===== config.mk =====
export PLATFORM = sky130hd
export DESIGN_NAME = alu_muldiv_seq
export DESIGN_NICKNAME = d
export VERILOG_FILES = /design/src/rtl/alu_muldiv_seq_pkg.sv /design/src/rtl/alu_muldiv_seq.sv
export SDC_FILE = /design/constraint.sdc
export NUM_CORES = 1
export LEC_CHECK = 0
export BUFFER_PORTS_ARGS = -buffer_cell sky130_fd_sc_hd__buf_2
export CORE_MARGIN = 1.5
export CORE_UTILIZATION = 54
export DETAILED_ROUTE_END_ITERATION = 7
export PLACE_DENSITY = 0.86
export SLEW_MARGIN = 20
export SYNTH_ARGS = -nofsm -noshare
export SYNTH_HDL_FRONTEND = slang
export SYNTH_SLANG_ARGS = --single-unit

===== constraint.sdc =====
create_clock -name clk -period 2.5 [get_ports clk]
set_input_delay 0.25 -clock clk [delete_from_list [all_inputs] [get_ports clk]]
set_output_delay 0.25 -clock clk [all_outputs]
set_load 0.02 [all_outputs]

===== src/rtl/alu_muldiv_seq_pkg.sv =====
// Shared definitions for the SIPS4 multiply/divide sequencer: ALU op codes,
// flag bit positions and the sequencer state encoding.
package alu_muldiv_seq_pkg;

    localparam logic [3:0] ALU_ADD = 4'b0000;
    localparam logic [3:0] ALU_SUB = 4'b0001;

    localparam int FLAG_C = 0;

    typedef enum logic {
        ST_IDLE = 1'b0,
        ST_RUN  = 1'b1
    } state_t;

endpackage


===== src/rtl/alu_muldiv_seq.sv =====
// Multi-cycle unsigned 4x4 multiply (shift-add) and 4/4 divide (restoring) that
// borrows the shared execute-stage ALU for the add/subtract of every step.
module alu_muldiv_seq
    import alu_muldiv_seq_pkg::*;
#(
    parameter int W = 4
) (
    input  logic         clk,
    input  logic         rst_n,
    input  logic         start,
    input  logic         op_div,
    input  logic [W-1:0] opa,
    input  logic [W-1:0] opb,
    output logic         busy,
    output logic         done,
    output logic         err,
    output logic [W-1:0] res_hi,
    output logic [W-1:0] res_lo,
    output logic [3:0]   alu_op,
    output logic [W-1:0] alu_a,
    output logic [W-1:0] alu_b,
    input  logic [W-1:0] alu_result,
    input  logic [3:0]   alu_flags
);

    localparam int STEPS = W;
    localparam logic [1:0] CNT_LAST = 2'(STEPS - 1);

    state_t state, state_next;
    logic [1:0] cnt;

    // hi/lo double as {product high, multiplier} or {remainder, quotient};
    // opnd holds the multiplicand or the divisor.
    logic [W-1:0] hi, lo, opnd;
    logic         is_div;

    logic         accept, div_zero, launch, running, last_step;
    logic         carry, take;
    logic [W-1:0] p;
    logic [W-1:0] hi_next, lo_next;
    logic         unused_flags;

    assign unused_flags = ^alu_flags[3:1];

    assign running   = (state == ST_RUN);
    assign busy      = running;
    assign accept    = (state == ST_IDLE) && start;
    assign div_zero  = accept && op_div && (opb == '0);
    assign launch    = accept && !div_zero;
    assign last_step = running && (cnt == CNT_LAST);

    always_comb begin
        state_next = state;
        case (state)
            ST_IDLE: if (launch)    state_next = ST_RUN;
            ST_RUN:  if (last_step) state_next = ST_IDLE;
            default:                state_next = ST_IDLE;
        endcase
    end

    assign p = {hi[W-2:0], lo[W-1]};

    // ALU is driven only while running; idle leaves it at ADD 0+0 for the parent.
    always_comb begin
        alu_op = ALU_ADD;
        alu_a  = '0;
        alu_b  = '0;
        if (running) begin
            if (is_div) begin
                alu_op = ALU_SUB;
                alu_a  = p;
                alu_b  = opnd;
            end else begin
                alu_op = ALU_ADD;
                alu_a  = hi;
                alu_b  = lo[0] ? opnd : '0;
            end
        end
    end

    // A set rem MSB means the shifted partial remainder is >= 16 > divisor, so the
    // wrapped 4-bit subtract result is exact even though the ALU reports a borrow.
    assign carry = alu_flags[FLAG_C];
    assign take  = hi[W-1] | ~carry;

    always_comb begin
        if (is_div) begin
            hi_next = take ? alu_result : p;
            lo_next = {lo[W-2:0], take};
        end else begin
            hi_next = {carry, alu_result[W-1:1]};
            lo_next = {alu_result[0], lo[W-1:1]};
        end
    end

    always_ff @(posedge clk) begin
        if (launch) begin
            hi     <= '0;
            lo     <= op_div ? opa : opb;
            opnd   <= op_div ? opb : opa;
            is_div <= op_div;
        end else if (running) begin
            hi <= hi_next;
            lo <= lo_next;
        end
    end

    always_ff @(posedge clk or negedge rst_n) begin
        if (!rst_n) begin
            state  <= ST_IDLE;
            cnt    <= '0;
            done   <= 1'b0;
            err    <= 1'b0;
            res_hi <= '0;
            res_lo <= '0;
        end else begin
            state <= state_next;
            done  <= 1'b0;
            if (div_zero) begin
                done   <= 1'b1;
                err    <= 1'b1;
                res_hi <= opa;
                res_lo <= '1;
            end else if (launch) begin
                err <= 1'b0;
                cnt <= '0;
            end
            if (running) begin
                cnt <= cnt + 2'd1;
                if (last_step) begin
                    done   <= 1'b1;
                    res_hi <= hi_next;
                    res_lo <= lo_next;
                end
            end
        end
    end

endmodule


==> results.yml <==
synthesis:
  yosysUniqueCellTypes: 30
  ys_warn_count: 0
  synthSimpleGateAreaFrac: 0.1729
  syn_inst: 139
  ys_ff_latch: 26
  synth-compound-area-share: 0.1367
  seq_area_frac_synth: 0.4887
  netlist_area_um2: 1383
  avgSynthCellArea_um2: 9.947
  synth_top_family_by_area: "simple AND/OR/NAND/NOR gates"
  synth_xor_area_frac: 0
  synth_adder_area_share: 0.009050
  synthMuxAreaShare: 0.1403
finish:
  diodes: 0
  final_common_cell: "buf_2"
  area_growth_pct: 15.48
  nets: 194
  drive_above_1_share: 0.3140
  mostFrequentLayoutCells: "buf_2, nand2_1, dfrtp_1"
  fillers: 206
  design_area_um2: 1597
  final_cells: 202
placement:
  dpl_cell_area_um2: 1550
  io_buffers: 36
  hpwl_um: 2313
  place_inst: 197
  routabilityCongestion: 0.8377
timing:
  finalSetupViolCount: 0
  tightest_slew_ps: 615.1
  relSlewSlack: 0.5899
  fin_setup_tns_ps: 0
  fin_worst_skew_ps: 4.043
  min_period_ps: 1940
  period_share: 0.7760
  hold_viol: 0
  rsz0062_at_grt: "false"
  slew_violations: 0
  max_freq_mhz: 515.4
clock_tree:
  cts.sinks: 26
  clk_latency_ps: 310
  clk_pin_slew_ps: 130
  cts_buffers: 3
  cts_resized: 0
  cts_tree: "done"
  cts_setup_buffers: 0
  h-tree-depth: 1
  cts.path.max_buffers: 2
  cts.root.buffer_cell: "clkbuf_4"
flow_run:
  cap_violations: 0
worst_setup_path:
  crit_buf_inv: 1
  cp_common_cell: "nor2_1"
  crit_family: "flip-flops"
  crit_required_ps: 2250
  path_max_fanout: 16
  end_kind: "output port"
  critPathMaxStageDelay_ps: 760
  cp.arrival_ps: 1690
  worstSetupStartpointType: "flip-flop"
  path_class: "reg2out"
  crit_path_top_delay_cell: "edfxtp_1"
  path_cells: "nor2_1 > nor2_1 > and2_1 > buf_2"
route:
  wirelength_um: 2992
  drcViolationCount: 0
  viasPerCell: 5.683
  drtAntennaViolNets: 0
  vias: 1148
  drtIter0Drc: 66
  routedWlPerCell_um: 14.81
  drt_pass1_iterations: 5
die:
  ios: 43
  rows: 18
  initial_utilization: 0.5632
  chipWidth_um: 53.60
  die-area_um2: 2873
  die_h_um: 53.60
  coreArea_um2: 2455
grt:
  antenna_found_initial: 0
  grt_usage: 0.2274
  grt_max_degree: 19
  grt_pass1_vias: 1034
  gr-total-overflow: 0
  grt_pass1_wl_um: 4623
power:
  power.density_nw_per_um2: 1138
  irDropWorstVdd_v: 0.0006577
  power.leakage_nw: 0.7175
outcome:
  status: "completed"
min_path:
  hold_path.class: "in2reg"
tightest hold or removal path, delay by kind of cell:
kind                   cells  cell delay, ps
AO/OA/AOI/OAI              1              90
buffers and inverters      1             100
AND/OR/NAND/NOR            1              50
per-layer routing:
layer	vias up	share of wire	track usage
met5	-	0	0
met4	0	0.012	0.07265
met3	6	0.075	0.02500
met2	62	0.50	0.3951
met1	517	0.42	0.2983
li1	563	-	-
cell families after synthesis:
logic type | Yosys count
adder cells (fa/ha/maj) | 1
AND/OR/NAND/NOR | 48
other | 1
buffers and inverters | 13
multiplexers | 18
flip-flops | 26
AO/OA/AOI/OAI | 32
what timing repair did:
item | in CTS | in global routing
endpoints found under the hold margin | 13 | 0
hold buffers | 1 | 0
endpoints found under the setup margin | 0 | 0
registers in the layout, summed over array words and instances (netlist names):
signal,flops
err,1
hi,4
cnt,2
opnd,4
lo,4
res_lo,4
busy,1
is_div,1
done,1
res_hi,4
synthesized netlist by cell type (all sizes together):
| library cell | instances | area [µm²] |
|---|---|---|
| dfrtp | 13 | 325.3 |
| nand2 | 13 | 48.80 |
| nor2 | 12 | 45.04 |
| o21ai | 12 | 63.81 |
| mux2 | 11 | 123.9 |
| nand3 | 11 | 55.05 |
| edfxtp | 9 | 270.3 |
| a21oi | 7 | 35.03 |
| mux2i | 7 | 70.07 |
| o22ai | 6 | 37.54 |
| and2 | 5 | 31.28 |
| buf | 5 | 38.78 |
| clkbuf | 5 | 18.77 |
| dfxtp | 4 | 80.08 |
| o211ai | 4 | 30.03 |
| inv | 3 | 11.26 |
| a22oi | 2 | 15.01 |
| nor2b | 2 | 12.51 |
| conb | 1 | 3.750 |
| ha | 1 | 12.51 |
| nand2b | 1 | 6.260 |
| nor3 | 1 | 16.27 |
| nor4 | 1 | 6.260 |
| o21bai | 1 | 7.510 |
| or3 | 1 | 6.260 |
| or4 | 1 | 11.26 |
worst paths after layout:
path                       startpoint        end  slack, ps  cells past startpoint
max                            is_div   alu_b[1]        560                      4
min                            opa[0]  res_hi[0]        210                      3
max reg2reg                    is_div      lo[3]        790                      3
min reg2reg                    cnt[0]     cnt[0]        490                      1
max in group asynchronous       rst_n  res_lo[2]       1950                      2
min in group asynchronous       rst_n       done        330                      2
power by group:
part | switching [W] | internal (W) | total, W
Combinational | 0.000528 | 0.000323 | 0.000850
Clock | 0.000115 | 0.0000889 | 0.000204
Sequential | 0.000129 | 0.000634 | 0.000763
Total | 0.000772 | 0.00105 | 0.00182
cell type report:
class / count / area (µm²) / share of cell area
Clock buffer: 4 / 36.28 / 0.02273
Inverter: 3 / 11.26 / 0.007053
Multi-Input combinational cell: 102 / 645.6 / 0.4044
Sequential cell: 26 / 675.6 / 0.4232
Tap cell: 30 / 37.54 / 0.02351
Timing Repair Buffer: 37 / 190.2 / 0.1191
through the flow:
| stage | util | hold WS (ps) | total power [W] | setup slack [ps] |
|---|---|---|---|---|
| 2_1_floorplan | - | -45.59 | 0.001352 | 961.1 |
| 3_3_place_gp | 0.6315 | 138.2 | 0.001575 | 788.1 |
| 3_5_place_dp | 0.6315 | 144.8 | 0.001620 | 738.7 |
| 4_1_cts | 0.6504 | 208.8 | 0.001825 | 544.6 |
| 5_1_grt | 0.6504 | 206.0 | 0.001948 | 372.2 |
| 6_report | 0.6504 | 213.9 | 0.001817 | 559.9 |
Power figures use the tool's default switching activity.
